**src/rtl/descrambler_done_pkg.sv**
```systemverilog
// Shared types and constants for the permutation descrambler.
package descrambler_done_pkg;

    localparam int N_IDX = 6;
    localparam int IDX_W = 3;

    typedef enum logic [1:0] {
        IDLE = 2'd0,
        SCAN = 2'd1,
        DONE = 2'd2,
        ERR  = 2'd3
    } state_t;

    localparam logic [1:0] MODE_INV = 2'b00;
    localparam logic [1:0] MODE_BYP = 2'b01;
    localparam logic [1:0] MODE_REV = 2'b10;
    localparam logic [1:0] MODE_RSV = 2'b11;

endpackage

```
**src/rtl/descrambler_done_perm_check_step.sv**
```systemverilog
// One step of permutation checking: accepts a value if it is in range and unseen.
module perm_check_step
    import descrambler_done_pkg::*;
(
    input  logic [IDX_W-1:0] value,
    input  logic [N_IDX-1:0] seen,
    output logic             valid,
    output logic [N_IDX-1:0] seen_next
);

    // Out-of-range values match no slot and therefore stay invalid.
    always_comb begin
        valid     = 1'b0;
        seen_next = seen;
        for (int k = 0; k < N_IDX; k++) begin
            if (value == IDX_W'(k) && !seen[k]) begin
                valid        = 1'b1;
                seen_next[k] = 1'b1;
            end
        end
    end

endmodule

```
**src/rtl/descrambler_done.sv**
```systemverilog
// Validates a captured 6-element permutation one element per cycle and emits its inverse.
module descrambler_done
    import descrambler_done_pkg::*;
(
    input  logic             clk,
    input  logic             rst,
    input  logic             start,
    input  logic [1:0]       mode,
    input  logic [IDX_W-1:0] index1,
    input  logic [IDX_W-1:0] index2,
    input  logic [IDX_W-1:0] index3,
    input  logic [IDX_W-1:0] index4,
    input  logic [IDX_W-1:0] index5,
    input  logic [IDX_W-1:0] index6,
    output logic             busy,
    output logic             done,
    output logic             err,
    output logic [IDX_W-1:0] orig1,
    output logic [IDX_W-1:0] orig2,
    output logic [IDX_W-1:0] orig3,
    output logic [IDX_W-1:0] orig4,
    output logic [IDX_W-1:0] orig5,
    output logic [IDX_W-1:0] orig6
);

    state_t           state;
    logic [1:0]       cap_mode;
    logic [IDX_W-1:0] cap_idx   [N_IDX];
    logic [IDX_W-1:0] inv       [N_IDX];
    logic [IDX_W-1:0] orig_r    [N_IDX];
    logic [N_IDX-1:0] seen;
    logic [IDX_W-1:0] cnt;

    logic [IDX_W-1:0] cur_val;
    logic             step_ok;
    logic [N_IDX-1:0] seen_next;
    logic [IDX_W-1:0] inv_next  [N_IDX];
    logic [IDX_W-1:0] orig_next [N_IDX];

    assign cur_val = cap_idx[cnt];

    perm_check_step u_step (
        .value     (cur_val),
        .seen      (seen),
        .valid     (step_ok),
        .seen_next (seen_next)
    );

    // The last element's inverse entry is written on the same edge that loads
    // the outputs, so the output mapping works from the updated table.
    always_comb begin
        for (int k = 0; k < N_IDX; k++) begin
            inv_next[k] = inv[k];
            if (step_ok && cur_val == IDX_W'(k))
                inv_next[k] = cnt;
        end
        for (int k = 0; k < N_IDX; k++) begin
            case (cap_mode)
                MODE_BYP: orig_next[k] = cap_idx[k];
                MODE_REV: orig_next[k] = inv_next[N_IDX-1-k];
                default:  orig_next[k] = inv_next[k];
            endcase
        end
    end

    always_ff @(posedge clk or negedge rst) begin
        if (!rst) begin
            state    <= IDLE;
            busy     <= 1'b0;
            done     <= 1'b0;
            err      <= 1'b0;
            cap_mode <= '0;
            seen     <= '0;
            cnt      <= '0;
            for (int k = 0; k < N_IDX; k++) begin
                cap_idx[k] <= '0;
                inv[k]     <= '0;
                orig_r[k]  <= '0;
            end
        end else begin
            done <= 1'b0;
            err  <= 1'b0;
            case (state)
                IDLE: begin
                    if (start) begin
                        cap_idx[0] <= index1;
                        cap_idx[1] <= index2;
                        cap_idx[2] <= index3;
                        cap_idx[3] <= index4;
                        cap_idx[4] <= index5;
                        cap_idx[5] <= index6;
                        cap_mode   <= mode;
                        seen       <= '0;
                        cnt        <= '0;
                        busy       <= 1'b1;
                        if (mode == MODE_RSV) begin
                            state <= ERR;
                            err   <= 1'b1;
                        end else begin
                            state <= SCAN;
                        end
                    end
                end
                SCAN: begin
                    if (!step_ok) begin
                        state <= ERR;
                        err   <= 1'b1;
                    end else begin
                        seen <= seen_next;
                        for (int k = 0; k < N_IDX; k++)
                            inv[k] <= inv_next[k];
                        if (cnt == IDX_W'(N_IDX - 1)) begin
                            state <= DONE;
                            done  <= 1'b1;
                            for (int k = 0; k < N_IDX; k++)
                                orig_r[k] <= orig_next[k];
                        end else begin
                            cnt <= cnt + 1'b1;
                        end
                    end
                end
                default: begin
                    state <= IDLE;
                    busy  <= 1'b0;
                end
            endcase
        end
    end

    assign orig1 = orig_r[0];
    assign orig2 = orig_r[1];
    assign orig3 = orig_r[2];
    assign orig4 = orig_r[3];
    assign orig5 = orig_r[4];
    assign orig6 = orig_r[5];

endmodule
```
**config.mk**
```make
export PLATFORM = sky130hd
export DESIGN_NAME = descrambler_done
export DESIGN_NICKNAME = d
export VERILOG_FILES = /design/src/rtl/descrambler_done_pkg.sv /design/src/rtl/descrambler_done_perm_check_step.sv /design/src/rtl/descrambler_done.sv
export SDC_FILE = /design/constraint.sdc
export NUM_CORES = 1
export LEC_CHECK = 0
export CORE_MARGIN = 2
export CORE_UTILIZATION = 45
export DETAILED_ROUTE_END_ITERATION = 16
export PLACE_DENSITY = 0.69
export REMOVE_ABC_BUFFERS = 1
export SYNTH_ARGS = -nofsm -noshare
export SYNTH_HDL_FRONTEND = slang
export SYNTH_SLANG_ARGS = --single-unit
```
**constraint.sdc**
```tcl
create_clock -name clk -period 2.8 [get_ports clk]
set_clock_uncertainty 0.1 [all_clocks]
set_input_delay 0.56 -clock clk [delete_from_list [all_inputs] [get_ports clk]]
set_output_delay 0.56 -clock clk [all_outputs]
set_load 0.01 [all_outputs]
```
# Word level (Yosys, flattened, before mapping)
# Index checks and enable logic that the tools add are counted.
[classes]
add_sub_neg = 1
order_cmp = 1
n_eq_ne = 20
n_mux = 48
bitwise = 2
n_reduce_logical = 33
[ops]
columns = ["operator", "count"]
rows = [
  ["case mux 3 bit (2 select lines)", 7],
  ["two-way mux 3 bit", 11],
  ["AND reduction 4 bit", 7],
  ["two-way mux 1 bit", 19],
  ["logical AND 1 bit", 12],
  ["two-way mux 6 bit", 2],
  ["inequality test 2 x 1 -> 1 bit (second input constant)", 6],
  ["case mux 6 bit (2 select lines)", 1],
  ["binary-select mux 3 bit (select 3 bit)", 1],
  ["equality test 3 bit (second input constant)", 3],
  ["two-way mux 2 bit", 4],
  ["AND reduction 2 bit", 4],
  ["equality test 3 x 2 -> 1 bit (second input constant)", 2],
  ["logical NOT 1 bit", 6],
  ["inequality test 2 bit (second input constant)", 3],
  ["equality test 2 x 1 -> 1 bit (second input constant)", 2],
  ["equality test 2 bit (second input constant)", 2],
  [">= comparator 4 bit (second input constant)", 1],
  ["inverter 3 -> 4 bit", 1],
  ["case mux 1 bit (2 select lines)", 2],
  ["case mux 2 bit (2 select lines)", 1],
  ["adder 3 x 1 -> 3 bit (second input constant)", 1],
  ["equality test 3 x 1 -> 1 bit (second input constant)", 1],
  ["logical NOT 3 bit", 1],
  ["other kinds (5)", 5],
]
[word_totals]
register_bits = 70
inputBits = 23
output_inout_bits = 21
word_cells = 135

# Depth between registers and ports, before layout
[logic_depth]
depth_word = 15
depth_mapped = 11
mapped_depth_nobuf = 9

# By module
# A second synthesis with hierarchy kept.
[hier_totals]
cells_unflattened = 368
hier_area_um2 = 3784.9
[by_module_without_submodules]
columns = ["mod", "instances", "cells_per_inst", "area_per_inst_um2", "seq_area_each_um2"]
rows = [
  ["descrambler_done", 1, 349, 3644.7, 1751.7],
  ["perm_check_step", 1, 19, 140.1, 0.0],
]

# Worst setup path before layout
# No wires, ideal clock.
[synth_path]
kind = "reg-to-reg"
from = "reg cnt[0]"
to = "reg orig_r, in the netlist orig1[2]"
setup_ns = 0.120
arrival_time_ns = 2.745
required_ns = 2.580
path_slack_ns = -0.166
path_stages_with_launch = 9
path_buffers = 1
period_less_slack_ns = 2.966
cell_sequence = "dfrtp_1 buf_6 mux4_2 a22o_1 a211o_1 nor2_1 mux2_2 a221o_1 a31o_2"
[synth_between]
elab_chain_cells = 15
word_cells_on_any_way = 29
cone_classes = "eq/ne (6); mux (12); bitwise (1); reduce/logical (10)"
[synth_rtl]
columns = ["element", "line_no", "rtl"]
rows = [
  ["from (decl)", "descrambler_done.sv:32", "logic [IDX_W-1:0] cnt;"],
  ["from (signal assigned)", "descrambler_done.sv:118", "cnt <= cnt + 1'b1;"],
  ["inverter 3 -> 4 bit (implied by the code)", "descrambler_done.sv:40", "assign cur_val = cap_idx[cnt];"],
  ["binary-select mux 3 bit (select 3 bit)", "descrambler_done.sv:40", ""],
  ["two-way mux 3 bit (implied by the code) (2 in series)", "descrambler_done.sv:40", ""],
  ["logical NOT 3 bit", "descrambler_done_perm_check_step.sv:16, descrambler_done.sv:54", ""],
  ["logical AND 1 bit", "descrambler_done_perm_check_step.sv:16", "if (value == IDX_W'(k) && !seen[k]) begin"],
  ["two-way mux 1 bit (6 in series)", "descrambler_done_perm_check_step.sv:16", ""],
  ["logical AND 1 bit", "descrambler_done.sv:54", "if (step_ok && cur_val == IDX_W'(k))"],
  ["two-way mux 3 bit", "descrambler_done.sv:54", ""],
  ["case mux 3 bit (2 select lines)", "descrambler_done.sv:58", "case (cap_mode)"],
  ["to (signal, indexed assignment)", "descrambler_done.sv:116", "orig_r[k] <= orig_next[k];"],
  ["to (decl)", "descrambler_done.sv:30", "logic [IDX_W-1:0] orig_r [N_IDX];"],
]
# Several ways; a longest one is shown, not always the timed one. The select of a mux whose other input is x is not followed.
# A chain may end at the register's enable or synchronous reset.

# Worst setup path in the final report
[layout_path]
from = "reg cnt[0]"
to = "reg orig_r, in the netlist orig3[2]"
[layout_between]
elab_chain_cells = 15
word_cells_on_any_way = 29
cone_classes = "eq/ne (6); mux (12); bitwise (1); reduce/logical (10)"
[layout_rtl]
columns = ["element", "line_no"]
rows = [
  ["inverter 3 -> 4 bit (implied by the code)", "descrambler_done.sv:40"],
  ["binary-select mux 3 bit (select 3 bit)", "descrambler_done.sv:40"],
  ["two-way mux 3 bit (implied by the code) (2 in series)", "descrambler_done.sv:40"],
  ["logical NOT 3 bit", "descrambler_done_perm_check_step.sv:16"],
  ["logical AND 1 bit", "descrambler_done_perm_check_step.sv:16"],
  ["two-way mux 1 bit (6 in series)", "descrambler_done_perm_check_step.sv:16"],
  ["logical AND 1 bit", "descrambler_done.sv:54"],
  ["two-way mux 3 bit", "descrambler_done.sv:54"],
  ["case mux 3 bit (2 select lines)", "descrambler_done.sv:58"],
]
# Several ways; a longest one is shown, not always the timed one. The select of a mux whose other input is x is not followed.

==> results_dict.tcl <==
set metrics [dict create \
    wl_per_cell_um 16.9 \
    place_inst 558 \
    gp_congestion 0.921 \
    p_leak_uw 0.00230 \
    whs_ns 0.130 \
    area.growth.synth_to_final_pct 31.7 \
    vias 3160 \
    drt-met1-wl_um 4480 \
    yosys_warnings 0 \
    drive_above_1_share_pct 27.2 \
    r2r_start "cnt[0]" \
    io_buffers 43 \
    clockRootBuffer "clkbuf_8" \
    cts_buffer_depth 2 \
    dp_hpwl_um 6960 \
    path_delay_family "multiplexers" \
    crit_start "cnt[0]" \
    cp-start-kind "flop" \
    most-common-layout-cells "nand2_1, dfrtp_1, buf_4, clkdlybuf4s50_1, o21ai_0" \
    diodes 0 \
    synth-edff-count 0 \
    path_class "flop to flop" \
    clock_latency_ns 0.35 \
    grt_pass1_wl_um 15400 \
    max_clock_freq_ghz 0.366 \
    drt-vias-per-instance 5.50 \
    fin_nets 494 \
    post_dp_cell_area_mm2 0.00459 \
    crit_chain "buf_6 > mux4_2 > nand2_4 > nand4_4 > or3_4 > mux2_4 > a221o_1 > a31o_1" \
    core-area_mm2 0.00809 \
    die_x_um 94.7 \
    drc_errors 0 \
    yosys_most_used_dff "dfrtp_1" \
    cp_slowest_cell "mux4_2" \
    async_flop_share_pct 100 \
    cts_sinks 70 \
    final_common_cell "nand2_1" \
    postCtsHoldBufs 0 \
    maxSlewViolCount 0 \
    grt_max_degree 44 \
    instances_no_fill 575 \
    antenna_found_initial 0 \
    groute.usage.overall_pct 22.9 \
    dr.pass1.iters 4 \
    finalSetupViolations 0 \
    start_util_pct 45.7 \
    min_period_ns 2.73 \
    post_synth.cell_area_avg_um2 9.84 \
    rows 33 \
    ios 44 \
    met2_length_um 4530 \
    finalCritPeriodShare_pct 97.7 \
    worstPathArrival_ns 2.87 \
    synth_area_mm2 0.00370 \
    post-place-ws_ns -0.0966 \
    end_kind "flop" \
    r2r_cells 8 \
    fin_tns_setup_ns 0 \
    stdcell_area_mm2 0.00487 \
    cts_buffers 9 \
    cts_tree "done" \
    synthCells 376 \
    die_h_um 94.7 \
    grt_pass1_vias 3072 \
    r2r_end "orig3[2]" \
    clk_pin_slew_ns 0.07 \
    worstPathRequired_ns 2.94 \
    dieArea_mm2 0.00896 \
    wl_met3_um 492 \
    ff2ff_setup_slack_ns 0.07 \
    overflow 0 \
    postLayoutSetupSlackWorst_ns 0.0656 \
    maxCapViolCount 0 \
    tightestPinTransition_ns 0.965 \
    rsz0062_at_grt "no" \
    cp_max_fo 6 \
    hold_viol_final 0 \
    peakVddDrop_mv 0.628 \
    ant_nets 0 \
    slew_headroom_pct 35.6 \
    holdCritPathClass "input port to async pin" \
    highest_layer "met4" \
    crit_path_max_incr_delay_ns 0.52 \
    status "completed" \
    synth_cell_types 51 \
    ys_seq_elements 70 \
    wl_um 9690 \
    drt_iter0_drc 205 \
    critPathBufInv 1 \
    ys_seq_area_share_pct 47.4 \
    p_per_area_mw_per_mm2 1370 \
    h-tree-depth 3 \
]
==> state kept, by name, summed over array words and instances, names as in the netlist <==
| name | cells |
|---|---|
| state | 2 |
| orig5 | 3 |
| cnt | 3 |
| inv | 18 |
| cap_idx | 18 |
| orig1 | 3 |
| cap_mode | 2 |
| orig3 | 3 |
| orig2 | 3 |
| orig6 | 3 |
| err | 1 |
| busy | 1 |
| orig4 | 3 |
| done | 1 |
| seen | 6 |
==> where the power goes <==
part / switching, uW / internal [uW] / total (uW)
clock network: 364 / 384 / 747
logic: 2180 / 2050 / 4230
registers: 293 / 1410 / 1700
==> timing repair <==
item,CTS,global route
setup endpoints to repair,12,21
cloned,0,1
pin swaps,0,2
resized for setup,3,16
buffers inserted,2,0
==> layer usage <==
metal	up-vias	global-route usage, %
met5	-	0
met4	0	7.13
met3	18	5.43
met2	72	35.7
met1	1556	31.9
li1	1514	-
==> cell type report <==
class / instances / area (um^2)
Fill cell: 736 / 3220
Inverter: 10 / 45.0
Timing Repair inverter: 1 / 6.26
Multi-Input combinational cell: 271 / 1850
Clock inverter: 1 / 5.00
Timing Repair Buffer: 104 / 916
Tap cell: 105 / 131
Sequential cell: 70 / 1750
Clock buffer: 13 / 169
==> how the worst max path moves through the flow <==
stage / endpoint / depth (start not counted)
6_report: orig3[2] / 8
2_1_floorplan: orig1[1] / 8
3_3_place_gp: orig1[0] / 8
4_1_cts: orig1[0] / 7
5_1_grt: orig3[2] / 8
3_5_place_dp: orig1[0] / 8
==> per-stage QoR <==
stage / total power (uW) / utilization, %
after global routing: 7150 / 60.2
after detailed placement: 5680 / 56.8
after CTS: 6500 / 59.3
after global placement: 5620 / 56.8
after floorplan: 3890 / -
final: 6670 / 60.2
==> cells by family (layout without fill, tap and decap cells) <==
family | Yosys count | count (layout) | synth area share [%]
DFF | 70 | 70 | 47.4
buffers and inverters | 35 | 129 | 4.70
adders and majority gates | 4 | 4 | 1.35
and+or+nand+nor | 142 | 142 | 17.2
AOI/OAI and AO/OA | 84 | 84 | 16.4
muxes | 41 | 41 | 13.0
==> worst register-to-register path, stage by stage (launching register included) <==
cell and delay (ns):
dfrtp_1 0.39, buf_6 0.14, mux4_2 0.52, nand2_4 0.10, nand4_4 0.14, or3_4 0.41
mux2_4 0.31, a221o_1 0.31, a31o_1 0.22
==> cells in the mapped netlist (3+ instances only) <==
cell type / n / share of area [%]
nor2b_1: 9 / 1.5
a221o_1: 5 / 1.4
nand2_1: 83 / 8.4
buf_2: 4 / 0.54
o31ai_1: 7 / 1.4
nand3_1: 12 / 1.6
mux2_2: 19 / 5.8
nor2_1: 16 / 1.6
mux2i_1: 16 / 4.3
inv_1: 9 / 0.91
o21ai_0: 27 / 3.7
ha_1: 4 / 1.4
nand2b_1: 3 / 0.51
a21oi_1: 9 / 1.2
a31o_2: 5 / 1.2
a221oi_1: 4 / 0.95
nand4_1: 4 / 0.68
nor3_1: 4 / 0.54
mux2_4: 4 / 1.6
clkbuf_1: 16 / 1.6
dfrtp_1: 70 / 47
a32oi_1: 7 / 1.7
or2_2: 5 / 0.85
Note: power is estimated with default switching activity, not from simulation.
